## src/rtl/zx48_audio_pkg.sv

```systemverilog
// zx48_audio_pkg: shared fader state type, gain scaling and dither LFSR constants for audio_sigma_delta
package zx48_audio_pkg;
  typedef enum logic [1:0] {PLAY, FADE_OUT, MUTED, FADE_IN} fade_state_t;
  localparam int GAIN_MAX = 16;
  localparam int GAIN_SHIFT = 4;
  typedef logic [$clog2(GAIN_MAX+1)-1:0] gain_t;
  localparam logic [15:0] LFSR_SEED = 16'hACE1;
  // Fibonacci taps 16,14,13,11 expressed as bit positions 15,13,12,10
  localparam logic [15:0] LFSR_TAPS = 16'hB400;
  function automatic logic lfsr_fb(input logic [15:0] s);
    return ^(s & LFSR_TAPS);
  endfunction
endpackage

```

## src/rtl/audio_dsm_ch.sv

```systemverilog
// audio_dsm_ch: one channel - sample latch, gain scaler, first-order delta-sigma modulator
// Ports: clock/reset (async, active-high), sample_ce latches x, gain 0..16, dac = 1-bit density stream.
// With AUDIO_DITHER_EN defined, dith selects a +1/-1 nudge added before carry extraction.
module audio_dsm_ch
  import zx48_audio_pkg::*;
#(
  parameter int DW = 10
) (
  input  logic          clock,
  input  logic          reset,
  input  logic          sample_ce,
  input  logic [DW-1:0] x,
  input  gain_t         gain,
`ifdef AUDIO_DITHER_EN
  input  logic          dith,
`endif
  output logic          dac
);
  localparam logic [DW-1:0] MID = {1'b1, {(DW-1){1'b0}}};
  logic [DW-1:0] xin, y, y_next;
  logic [DW:0] acc, acc_next;
  logic signed [DW+5:0] diff, prod;
`ifdef AUDIO_DITHER_EN
  logic [DW+2:0] s;
`endif
  always_comb begin
    diff = $signed({6'b0, xin}) - $signed({6'b0, MID});
    prod = diff * $signed((DW+6)'(gain));
    y_next = MID + DW'(prod >>> GAIN_SHIFT);
`ifdef AUDIO_DITHER_EN
    s = (DW+3)'(acc[DW-1:0]) + (DW+3)'(y) + (dith ? (DW+3)'(1) : '1);
    acc_next = s[DW+2] ? '0 : s[DW+1] ? '1 : s[DW:0];
`else
    acc_next = {1'b0, acc[DW-1:0]} + {1'b0, y};
`endif
  end
  // The carry out of the previous update is the registered 1-bit output.
  assign dac = acc[DW];
  always_ff @(posedge clock or posedge reset)
    if (reset) begin
      xin <= MID;
      y   <= MID;
      acc <= '0;
    end else begin
      xin <= sample_ce ? x : xin;
      y   <= y_next;
      acc <= acc_next;
    end
endmodule

```

## src/rtl/audio_sigma_delta.sv

```systemverilog
// audio_sigma_delta: stereo 1-bit delta-sigma audio DAC with a shared soft-mute fader
// Ports: clock, reset (async, active-high), sample_ce latches laudio/raudio, mute requests a soft mute,
// dac_l/dac_r are registered density streams, muted is high while the fader sits in MUTED.
// Optional feature: define AUDIO_DITHER_EN to add a 16-bit LFSR +/-1 dither to both modulators.
module audio_sigma_delta
  import zx48_audio_pkg::*;
#(
  parameter int DW       = 10,
  parameter int RAMP_DIV = 1024
) (
  input  logic          clock,
  input  logic          reset,
  input  logic          sample_ce,
  input  logic          mute,
  input  logic [DW-1:0] laudio,
  input  logic [DW-1:0] raudio,
  output logic          dac_l,
  output logic          dac_r,
  output logic          muted
);
  localparam int CW = RAMP_DIV > 1 ? $clog2(RAMP_DIV) : 1;
  logic [CW-1:0] ramp;
  logic tick;
  fade_state_t state, state_next;
  gain_t gain, gain_next;
  assign tick = ramp == CW'(RAMP_DIV-1);
  assign muted = state == MUTED;
  always_ff @(posedge clock or posedge reset)
    if (reset) begin
      ramp  <= '0;
      state <= MUTED;
      gain  <= '0;
    end else begin
      ramp  <= tick ? '0 : ramp + 1'b1;
      state <= state_next;
      gain  <= gain_next;
    end
  // A direction change or entry into a fade never steps gain on the same clock,
  // so a coincident tick cannot double-step.
  always_comb begin
    state_next = state;
    gain_next  = gain;
    case (state)
      PLAY: begin
        gain_next  = gain_t'(GAIN_MAX);
        state_next = mute ? FADE_OUT : PLAY;
      end
      FADE_OUT:
        if (!mute) state_next = FADE_IN;
        else if (gain == '0) state_next = MUTED;
        else if (tick) begin
          gain_next  = gain - 1'b1;
          state_next = gain == gain_t'(1) ? MUTED : FADE_OUT;
        end
      MUTED: begin
        gain_next  = '0;
        state_next = mute ? MUTED : FADE_IN;
      end
      FADE_IN:
        if (mute) state_next = FADE_OUT;
        else if (gain == gain_t'(GAIN_MAX)) state_next = PLAY;
        else if (tick) begin
          gain_next  = gain + 1'b1;
          state_next = gain == gain_t'(GAIN_MAX-1) ? PLAY : FADE_IN;
        end
      default: begin
        state_next = MUTED;
        gain_next  = '0;
      end
    endcase
  end
`ifdef AUDIO_DITHER_EN
  logic [15:0] lfsr;
  always_ff @(posedge clock or posedge reset)
    if (reset) lfsr <= LFSR_SEED;
    else lfsr <= {lfsr[14:0], lfsr_fb(lfsr)};
`endif
  audio_dsm_ch #(.DW(DW)) u_l (
    .clock(clock),
    .reset(reset),
    .sample_ce(sample_ce),
    .x(laudio),
    .gain(gain),
`ifdef AUDIO_DITHER_EN
    .dith(lfsr[0]),
`endif
    .dac(dac_l)
  );
  audio_dsm_ch #(.DW(DW)) u_r (
    .clock(clock),
    .reset(reset),
    .sample_ce(sample_ce),
    .x(raudio),
    .gain(gain),
`ifdef AUDIO_DITHER_EN
    .dith(lfsr[8]),
`endif
    .dac(dac_r)
  );
endmodule
```

## config.mk

```make
export PLATFORM = sky130hd
export DESIGN_NAME = audio_sigma_delta
export DESIGN_NICKNAME = d
export VERILOG_FILES = /design/src/rtl/zx48_audio_pkg.sv /design/src/rtl/audio_dsm_ch.sv /design/src/rtl/audio_sigma_delta.sv
export SDC_FILE = /design/constraint.sdc
export NUM_CORES = 1
export LEC_CHECK = 0
export CORE_UTILIZATION = 30
export DETAILED_ROUTE_END_ITERATION = 8
export SKIP_CTS_REPAIR_TIMING = 1
export SLEW_MARGIN = 0
export SYNTH_ARGS = -nofsm -noshare
export SYNTH_HDL_FRONTEND = slang
export SYNTH_SLANG_ARGS = --single-unit
```

## constraint.sdc

```tcl
create_clock -name clock -period 8.1 [get_ports clock]
set_clock_uncertainty 0.05 [all_clocks]
set_input_delay 2.025 -clock clock [delete_from_list [all_inputs] [get_ports clock]]
set_output_delay 2.025 -clock clock [all_outputs]
set_load 0.02 [all_outputs]
```

==> results_tabular.tex, run 1 <==
\begin{tabular}{lr}
\hline
Metric & Value \\
\hline
\multicolumn{2}{l}{\textbf{Status}} \\
Status & complete, but fails checks \\
Failing checks & DRC \\
\multicolumn{2}{l}{\textbf{CTS}} \\
Clk pin slew, worst setup/hold paths & 0.06 ns \\
Total clock sinks & 79 \\
CTS tree & yes \\
Longest Clk Path Bufs & 2 \\
Buffer cell driving the clock tree root & sky130\_fd\_sc\_hd\_\_clkbuf\_16 \\
Number of buffers inserted during clock tree synthesis & 9 \\
Number of levels the H-tree was split into & 3 \\
Worst skew pair latency & 0.35 ns \\
\multicolumn{2}{l}{\textbf{Flow run}} \\
Max cap viols & 0 \\
\multicolumn{2}{l}{\textbf{Layout}} \\
Antenna diode count & 0 \\
Sequential standard cell area & 1983 um2 \\
Final Cell Area & 7671 um2 \\
Fill cell total of the finished layout & 2,263 \\
Proportion of layout cells with a drive suffix above 1 & 0.07943 \\
Leading cell types in the layout, fill and taps excluded & 106 x sky130\_fd\_sc\_hd\_\_inv\_1, 81 x sky130\_fd\_sc\_hd\_\_and2\_1, 74 x sky130\_fd\_sc\_hd\_\_dfrtp\_1 \\
Final design utilization & 0.3483 \\
Footprint of the multi-input gates & 4312 um2 \\
Final net count & 848 \\
Area growth from synthesis to layout & 12.93\% \\
Fin cells & 985 \\
Most common library cell in the layout ignoring fill and taps & sky130\_fd\_sc\_hd\_\_inv\_1 \\
\multicolumn{2}{l}{\textbf{Yosys}} \\
Async S/R FF share, synth & 1.000 \\
Post-synthesis instance area & 6793 um2 \\
Count of cell types in the netlist & 53 \\
Register bit count reported by yosys & 79 \\
Syn Area/Cell & 9.975 um2 \\
EDFF count, synth & 0 \\
Number of warnings issued by yosys & 0 \\
Count of mapped cells out of synthesis & 681 \\
Part of the Yosys area used for sequential elements & 0.2920 \\
Syn\_nets & 829 \\
Main synth FF type & sky130\_fd\_sc\_hd\_\_dfrtp\_1 \\
\multicolumn{2}{l}{\textbf{Placed design}} \\
Placed Cells incl. Taps & 969 \\
Detailed Place HPWL & 8.733 mm \\
Dpl cell area & 7316 um2 \\
Weighted congestion reported at the end of routability-driven placement & 0.7402 \\
Setup WS pre-CTS & 3.931 ns \\
Number of buffer cells added on primary ports & 26 \\
\multicolumn{2}{l}{\textbf{Die}} \\
I/O pins & 27 \\
Floorplan Core Area & 22,030 um2 \\
Row count & 54 \\
Area enclosed by the die boundary & 23,250 um2 \\
Die Wd & 152.5 um \\
Starting utilization of the core area & 0.3084 \\
Vertical extent of the die & 152.5 um \\
\multicolumn{2}{l}{\textbf{GRT}} \\
Pin count of the biggest net entering global routing & 57 \\
Overall track demand over capacity in global routing & 0.1111 \\
Wire length of the first global-routing pass & 20.78 mm \\
Global-route congestion overflow total & 0 \\
Via count of the first global-routing pass & 4,401 \\
Number of antenna violations at the first check in global routing & 0 \\
\multicolumn{2}{l}{\textbf{Timing}} \\
Total negative slack for setup checks & 0 ns \\
Final number of setup-violating endpoints & 0 \\
Minimum clock period & 4.166 ns \\
Max Transition Viols Final & 0 \\
Maximum frequency from static timing analysis & 240.0 MHz \\
Min setup slack post-route & 3.934 ns \\
Hold Violations, Final & 0 \\
Final period util & 0.5143 \\
Setup repair after global routing missed its margin & false \\
Worst hold slack after final layout & 0.4155 ns \\
Max-slew headroom at the worst pin & 0.2767 \\
Slew at the pin closest to its max-slew limit & 1.081 ns \\
\multicolumn{2}{l}{\textbf{Detailed routing}} \\
Number of design-rule violations left by the first detailed-router iteration & 239 \\
Routed length per instance & 11.83 um \\
Post-detailed-route count of antenna-violating nets & 0 \\
Vias per inst & 4.477 \\
DR vias & 4,410 \\
Total detailed-routing wirelength & 11.65 mm \\
First-pass detailed-route iteration total & 9 \\
Remaining design rule violation count & 1 \\
\multicolumn{2}{l}{\textbf{Worst setup path}} \\
Beginning of the worst register-to-register path & gain[2] \\
Crit-path most repeated cell & sky130\_fd\_sc\_hd\_\_fa\_1 \\
Crit Path Class & register to register \\
Reg2Reg Setup Slack & 3.93 ns \\
Longest individual stage delay on the worst path & 0.89 ns \\
Critical-path cell list & and2\_1 > fa\_1 > inv\_1 > fa\_1 > fa\_1 > inv\_1 > ha\_1 > nor2b\_1 > o21a\_1 > o21ai\_1 > a31oi\_1 > o41ai\_2 > xnor2\_1 \\
Cell count of the worst reg-to-reg path & 13 \\
FF-to-FF End & u\_r.y[9] \\
Required time reported for the critical path endpoint & 8.33 ns \\
Largest fanout on the critical path & 28 \\
Critical Path Source Type & register \\
Category of the worst setup path capture point & register \\
Cell at the slowest stage of the critical path & sky130\_fd\_sc\_hd\_\_dfrtp\_1 \\
Buffers plus inverters on the worst setup path & 2 \\
Data arrival, critical path & 4.40 ns \\
Category of cells accounting for the largest share of critical-path delay & adder cells \\
\multicolumn{2}{l}{\textbf{Worst hold path}} \\
Worst hold start & u\_r.y[0] \\
Worst Hold Endpoint & u\_r.acc[0] \\
Hold crit path type & register to register \\
Worst Hold Depth & 1 \\
\multicolumn{2}{l}{\textbf{Power}} \\
Pwr Density & 231.1 nW/um2 \\
Cell-internal power & 1.166 mW \\
Net switching component of the power & 606.7 uW \\
Switch share & 0.3422 \\
Maximum VDD drop & 113.5 uV \\
Sequential cell fraction of total power & 0.339 \\
Static Leakage & 3.661 nW \\
Clock network fraction of total power & 0.274 \\
Post-layout total power & 1.773 mW \\
Combinational share of power & 0.386 \\
\hline
\end{tabular}
-- layout make-up --
type,count,area share
Multi-Input combinational cell,476,0.5621
Inverter,107,0.05252
Clock inverter,6,0.01517
Sequential cell,79,0.2585
Timing Repair Buffer,27,0.03490
Tap cell,280,0.04567
Clock buffer,10,0.03115
-- worst reg2reg max path, delay by kind of cell, from the launching register on --
kind / cells / cell delay [ns]
AO/OA/AOI/OAI: 4 / 0.79
XOR/XNOR: 1 / 0.15
adder cells (fa/ha/maj): 4 / 1.69
buffers and inverters: 2 / 0.12
flip-flops: 1 / 0.89
AND/OR/NAND/NOR: 2 / 0.42
-- power by group through the flow --
stage,clock (mW),sequential [mW],combinational [mW]
4_1_cts,0.506,0.604,0.700
3_5_place_dp,0,0.611,0.694
3_3_place_gp,0,0.610,0.679
6_report,0.487,0.601,0.685
2_1_floorplan,0,0.561,0.606
5_1_grt,0.520,0.617,0.795
-- state kept, by name, summed over array words and instances (netlist names) --
name,count
gain,5
ramp,10
state,2
u_l.acc,11
u_l.xin,10
u_l.y,10
u_r.acc,11
u_r.xin,10
u_r.y,10
-- cells by family (layout without fill, tap and decap cells) --
| family | Yosys count | after routing | synth area share |
|---|---|---|---|
| AO/OA/AOI/OAI | 78 | 78 | 0.07479 |
| XOR/XNOR | 58 | 58 | 0.07478 |
| adder cells (fa/ha/maj) | 124 | 124 | 0.2925 |
| buffers and inverters | 126 | 150 | 0.07331 |
| flip-flops | 79 | 79 | 0.2920 |
| multiplexers | 22 | 22 | 0.03629 |
| AND/OR/NAND/NOR | 194 | 194 | 0.1564 |
-- worst max-delay path by stage --
| stage | end | slack (ns) | cells past startpoint | startpoint |
|---|---|---|---|---|
| finish | u_r.y[9] | 3.93 | 13 | gain[2] |
| global route | u_r.y[9] | 3.61 | 13 | gain[2] |
| CTS | u_r.y[9] | 3.92 | 13 | gain[2] |
| detailed placement | u_r.y[9] | 3.93 | 13 | gain[2] |
| global placement | u_r.y[9] | 3.97 | 13 | gain[2] |
| floorplan | gain[0] | 4.01 | 1 | reset |
-- Yosys cell counts, types with 2 or more instances --
cell                       number  area [um2]
sky130_fd_sc_hd__nor2b_1        9       56.30
sky130_fd_sc_hd__ha_1          66       825.8
sky130_fd_sc_hd__mux2_2        21       236.5
sky130_fd_sc_hd__o221ai_1       2       17.52
sky130_fd_sc_hd__nand2b_1      14       87.58
sky130_fd_sc_hd__a21o_1         4       30.03
sky130_fd_sc_hd__nand3_1        6       30.03
sky130_fd_sc_hd__a21oi_2        2       17.52
sky130_fd_sc_hd__o41ai_1        2       17.52
sky130_fd_sc_hd__o21ai_1       10       50.05
sky130_fd_sc_hd__fa_1          58        1161
sky130_fd_sc_hd__dfstp_2        5       131.4
sky130_fd_sc_hd__and2_1        81       506.7
sky130_fd_sc_hd__nor2_1        33       123.9
sky130_fd_sc_hd__clkbuf_1      12       45.04
sky130_fd_sc_hd__a21oi_1       25       125.1
sky130_fd_sc_hd__nor3_1         2       10.01
sky130_fd_sc_hd__xnor2_1       44       385.4
sky130_fd_sc_hd__o41ai_2        2       32.53
sky130_fd_sc_hd__o21bai_1       2       15.01
sky130_fd_sc_hd__buf_2          2       10.01
sky130_fd_sc_hd__o21ai_0       11       55.05
sky130_fd_sc_hd__o21a_1         6       45.04
sky130_fd_sc_hd__buf_4          3       22.52
sky130_fd_sc_hd__dfrtp_1       74        1852
sky130_fd_sc_hd__inv_1        107       401.6
sky130_fd_sc_hd__nor4_1         2       12.51
sky130_fd_sc_hd__nand4_1        4       25.02
sky130_fd_sc_hd__nand2_1       34       127.6
sky130_fd_sc_hd__a31oi_1        2       12.51
sky130_fd_sc_hd__xor2_1        14       122.6
-- per-layer routing --
layer	wire (um)	part of all wire	track usage
met1	6004	0.52	0.1552
met2	5173	0.44	0.1692
met3	300	0.026	0.02474
met4	177	0.015	0.03752
met5	0	0	0
(Power assumes the default switching activity.)
==> run 2, diff against run 1 <==
==> constraint.sdc (replaced) <==
create_clock -name clock -period 3.84 [get_ports clock]
set_clock_uncertainty 0.05 [all_clocks]
set_input_delay 0.96 -clock clock [delete_from_list [all_inputs] [get_ports clock]]
set_output_delay 0.96 -clock clock [all_outputs]
set_load 0.02 [all_outputs]
==> run 2 against run 1 <==
The flow still finishes with violations (DRC). Clock-buffer cell count rose by 3. Cell count rose by 2.4%. Global-route usage fell by 0.15 points. Largest cell class unchanged. Critical path type unchanged. Non-clock buffer count rose by 24. Sequential share of layout area fell by 0.42 points. Cell area rose by 2.0%. Critical path depth did not move. Wire length rose by 1.7%. Register-to-register slack got worse by 3.8 ns. Clock power rose by 70%. Flip-flop and latch count did not move. Die area did not move.
==> results_tabular.tex, run 2 (synthesis results as in run 1) <==
\begin{tabular}{lr}
\hline
Metric & Value \\
\hline
\multicolumn{2}{l}{\textbf{Layout}} \\
Antenna diode count & 0 (unchanged) \\
Fin cells & 1,009 (+2.4\%) \\
Most common library cell in the layout ignoring fill and taps & sky130\_fd\_sc\_hd\_\_inv\_1 \\
Leading cell types in the layout, fill and taps excluded & 106 x sky130\_fd\_sc\_hd\_\_inv\_1, 81 x sky130\_fd\_sc\_hd\_\_and2\_1, 69 x sky130\_fd\_sc\_hd\_\_dfrtp\_1 \\
Proportion of layout cells with a drive suffix above 1 & 0.1207 (+0.04128) \\
Area growth from synthesis to layout & 15.14\% \\
Regs by FF count & u\_l.acc: 11 flops, u\_r.acc: 11 flops \\
Fill cell total of the finished layout & 2,242 (-0.93\%) \\
Final net count & 872 (+2.8\%) \\
\multicolumn{2}{l}{\textbf{Timing}} \\
Final period util & 0.9625 (+0.4482) \\
Min setup slack post-route & 0.1438 ns (-3.790 ns) \\
Total negative slack for setup checks & 0 ns (unchanged) \\
Slew at the pin closest to its max-slew limit & 0.5240 ns (-0.5575 ns) \\
Final number of setup-violating endpoints & 0 (unchanged) \\
Minimum clock period & 3.696 ns (-0.4700 ns) \\
Hold Violations, Final & 0 (unchanged) \\
Max Transition Viols Final & 0 (unchanged) \\
Worst hold slack after final layout & 0.4205 ns (+0.004983 ns) \\
Max-slew headroom at the worst pin & 0.6507 (+0.3739) \\
Maximum frequency from static timing analysis & 270.6 MHz (+13\%) \\
\multicolumn{2}{l}{\textbf{CTS}} \\
Buffer cell driving the clock tree root & sky130\_fd\_sc\_hd\_\_clkbuf\_16 \\
CTS tree & yes \\
Number of levels the H-tree was split into & 3 (unchanged) \\
Number of buffers inserted during clock tree synthesis & 9 (unchanged) \\
Worst skew pair latency & 0.34 ns (about the same) \\
Clk pin slew, worst setup/hold paths & 0.06 ns (about the same) \\
Total clock sinks & 79 (unchanged) \\
Longest Clk Path Bufs & 2 (unchanged) \\
\multicolumn{2}{l}{\textbf{Power}} \\
Sequential cell fraction of total power & 0.342 (+0.003) \\
Clock network fraction of total power & 0.231 (-0.043) \\
Switch share & 0.3524 (+0.01013) \\
Static Leakage & 3.764 nW (+2.8\%) \\
Combinational share of power & 0.427 (+0.041) \\
Cell-internal power & 2.323 mW (+99\%) \\
Pwr Density & 458.6 nW/um2 (+98\%) \\
Net switching component of the power & 1.264 mW (+110\%) \\
Maximum VDD drop & 195.6 uV (+72\%) \\
\multicolumn{2}{l}{\textbf{Worst setup path}} \\
Cell at the slowest stage of the critical path & sky130\_fd\_sc\_hd\_\_fa\_1 \\
Critical-path cell list & and2\_1 > fa\_1 > inv\_1 > fa\_1 > fa\_1 > inv\_1 > ha\_1 > a21o\_1 > nand3\_1 > a21boi\_1 > o41ai\_2 > buf\_4 > xnor2\_1 \\
Data arrival, critical path & 3.91 ns (-0.49 ns) \\
FF-to-FF End & u\_l.y[7] \\
Crit-path most repeated cell & sky130\_fd\_sc\_hd\_\_fa\_1 \\
Longest individual stage delay on the worst path & 0.54 ns (-0.35 ns) \\
Reg2Reg Setup Slack & 0.14 ns (-3.79 ns) \\
Largest fanout on the critical path & 6 (-79\%) \\
Critical Path Source Type & register \\
Beginning of the worst register-to-register path & u\_l.xin[3] \\
Required time reported for the critical path endpoint & 4.05 ns (-4.28 ns) \\
Cell count of the worst reg-to-reg path & 13 (unchanged) \\
Crit Path Class & register to register \\
Category of the worst setup path capture point & register \\
Launching instance or port of the critical path & u\_l.xin[3] \\
\multicolumn{2}{l}{\textbf{Placed design}} \\
Placed Cells incl. Taps & 987 (+1.9\%) \\
Weighted congestion reported at the end of routability-driven placement & 0.7657 (+3.4\%) \\
Number of buffer cells added on primary ports & 26 (unchanged) \\
Detailed Place HPWL & 9.075 mm (+3.9\%) \\
Setup WS pre-CTS & 0.03928 ns (-3.892 ns) \\
\multicolumn{2}{l}{\textbf{Detailed routing}} \\
Total detailed-routing wirelength & 11.85 mm (+1.7\%) \\
DR vias & 4,467 (+1.3\%) \\
Remaining design rule violation count & 3 (+2) \\
Routed length per instance & 11.75 um (-0.72\%) \\
First-pass detailed-route iteration total & 6 (-3) \\
Vias per inst & 4.427 (-1.1\%) \\
Post-detailed-route count of antenna-violating nets & 0 (unchanged) \\
Number of design-rule violations left by the first detailed-router iteration & 169 (-29\%) \\
\multicolumn{2}{l}{\textbf{Die}} \\
Die Wd & 152.5 um (unchanged) \\
Starting utilization of the core area & 0.3084 (unchanged) \\
Row count & 54 (unchanged) \\
Floorplan Core Area & 22,030 um2 (unchanged) \\
Vertical extent of the die & 152.5 um (unchanged) \\
Area enclosed by the die boundary & 23,250 um2 (unchanged) \\
I/O pins & 27 (unchanged) \\
\multicolumn{2}{l}{\textbf{GRT}} \\
Global-route congestion overflow total & 0 (unchanged) \\
Number of antenna violations at the first check in global routing & 0 (unchanged) \\
Via count of the first global-routing pass & 4,300 (-2.3\%) \\
Overall track demand over capacity in global routing & 0.1095 (-0.001509) \\
Pin count of the biggest net entering global routing & 42 (-26\%) \\
Wire length of the first global-routing pass & 20.53 mm (-1.2\%) \\
\multicolumn{2}{l}{\textbf{Status}} \\
Status & complete, but fails checks \\
Failing checks & DRC \\
\multicolumn{2}{l}{\textbf{Flow run}} \\
Max cap viols & 0 (unchanged) \\
\multicolumn{2}{l}{\textbf{Worst hold path}} \\
Hold crit path type & register to register \\
Worst Hold Depth & 1 (unchanged) \\
Worst hold start & ramp[6] \\
Worst Hold Endpoint & ramp[6] \\
\hline
\end{tabular}
run 2: cell count changes in the layout (fill, tap and decap cells not counted), moves of 2 or more:
cell	change
sky130_fd_sc_hd__bufinv_16	-3
sky130_fd_sc_hd__clkinv_2	+2
sky130_fd_sc_hd__buf_4	+22
sky130_fd_sc_hd__dfrtp_1	-5
sky130_fd_sc_hd__clkbuf_8	+2
sky130_fd_sc_hd__dfrtp_2	+5
run 2: cell type report:
| cell class | count | area, um2 | share of cell area |
|---|---|---|---|
| multi-input combinational | 476 | 4340 | 0.5550 |
| sequential | 79 | 1989 | 0.2544 |
| timing repair buffer | 51 | 450.4 | 0.05759 |
| inverter | 107 | 402.9 | 0.05151 |
| tap | 280 | 350.3 | 0.04479 |
| clock buffer | 13 | 270.3 | 0.03455 |
| clock inverter | 3 | 17.52 | 0.002240 |
run 2: layer usage:
metal,track usage,wire length [um],part of all wire
met1,0.1621,6194,0.52
met4,0.03367,167,0.014
met2,0.1578,5133,0.43
met3,0.02389,357,0.030
met5,0,0,0
run 2: critical path, delay by kind of cell (launching register included):
| family | cells | cell delay [ns] |
|---|---|---|
| and+or+nand+nor | 2 | 0.26 |
| adders and majority gates | 4 | 1.82 |
| buffers and inverters | 3 | 0.27 |
| xor gates and xnor gates | 1 | 0.10 |
| DFF | 1 | 0.44 |
| AOI/OAI and AO/OA | 3 | 0.67 |
run 2: per-stage QoR:
stage,total power [mW],utilization,instance area [um2]
after floorplan,2.463,-,6793
after global placement,2.744,0.3383,7451
after detailed placement,2.776,0.3383,7451
after CTS,3.646,0.3513,7739
after global routing,3.893,0.3551,7821
final,3.587,0.3551,7821
run 2: how the worst max path moves through the flow:
stage | to | slack (ns) | cells past startpoint
after CTS | u_l.y[9] | 0.02 | 13
after floorplan | u_r.y[9] | 0.02 | 15
after detailed placement | u_l.y[9] | 0.04 | 13
after global placement | u_r.y[9] | 0.06 | 13
final | u_l.y[7] | 0.14 | 13
after global routing | u_l.y[7] | -0.04 | 13
run 2: power groups by stage:
stage / Combinational, mW / Clock, mW / Sequential (mW)
finish: 1.53 / 0.830 / 1.23
floorplan: 1.28 / 0 / 1.18
detailed placement: 1.53 / 0 / 1.24
CTS: 1.54 / 0.872 / 1.23
global route: 1.75 / 0.890 / 1.26
global placement: 1.50 / 0 / 1.24
==> run 3, diff against run 2 <==
--- a/config.mk
+++ b/config.mk
@@ -5,6 +5,7 @@
 export SDC_FILE = /design/constraint.sdc
 export NUM_CORES = 1
 export LEC_CHECK = 0
+export CAP_MARGIN = 20
 export CORE_UTILIZATION = 30
 export DETAILED_ROUTE_END_ITERATION = 8
 export SKIP_CTS_REPAIR_TIMING = 1
==> results of run 3 <==
Final layout, timing and power as in run 2 (identical DEF).
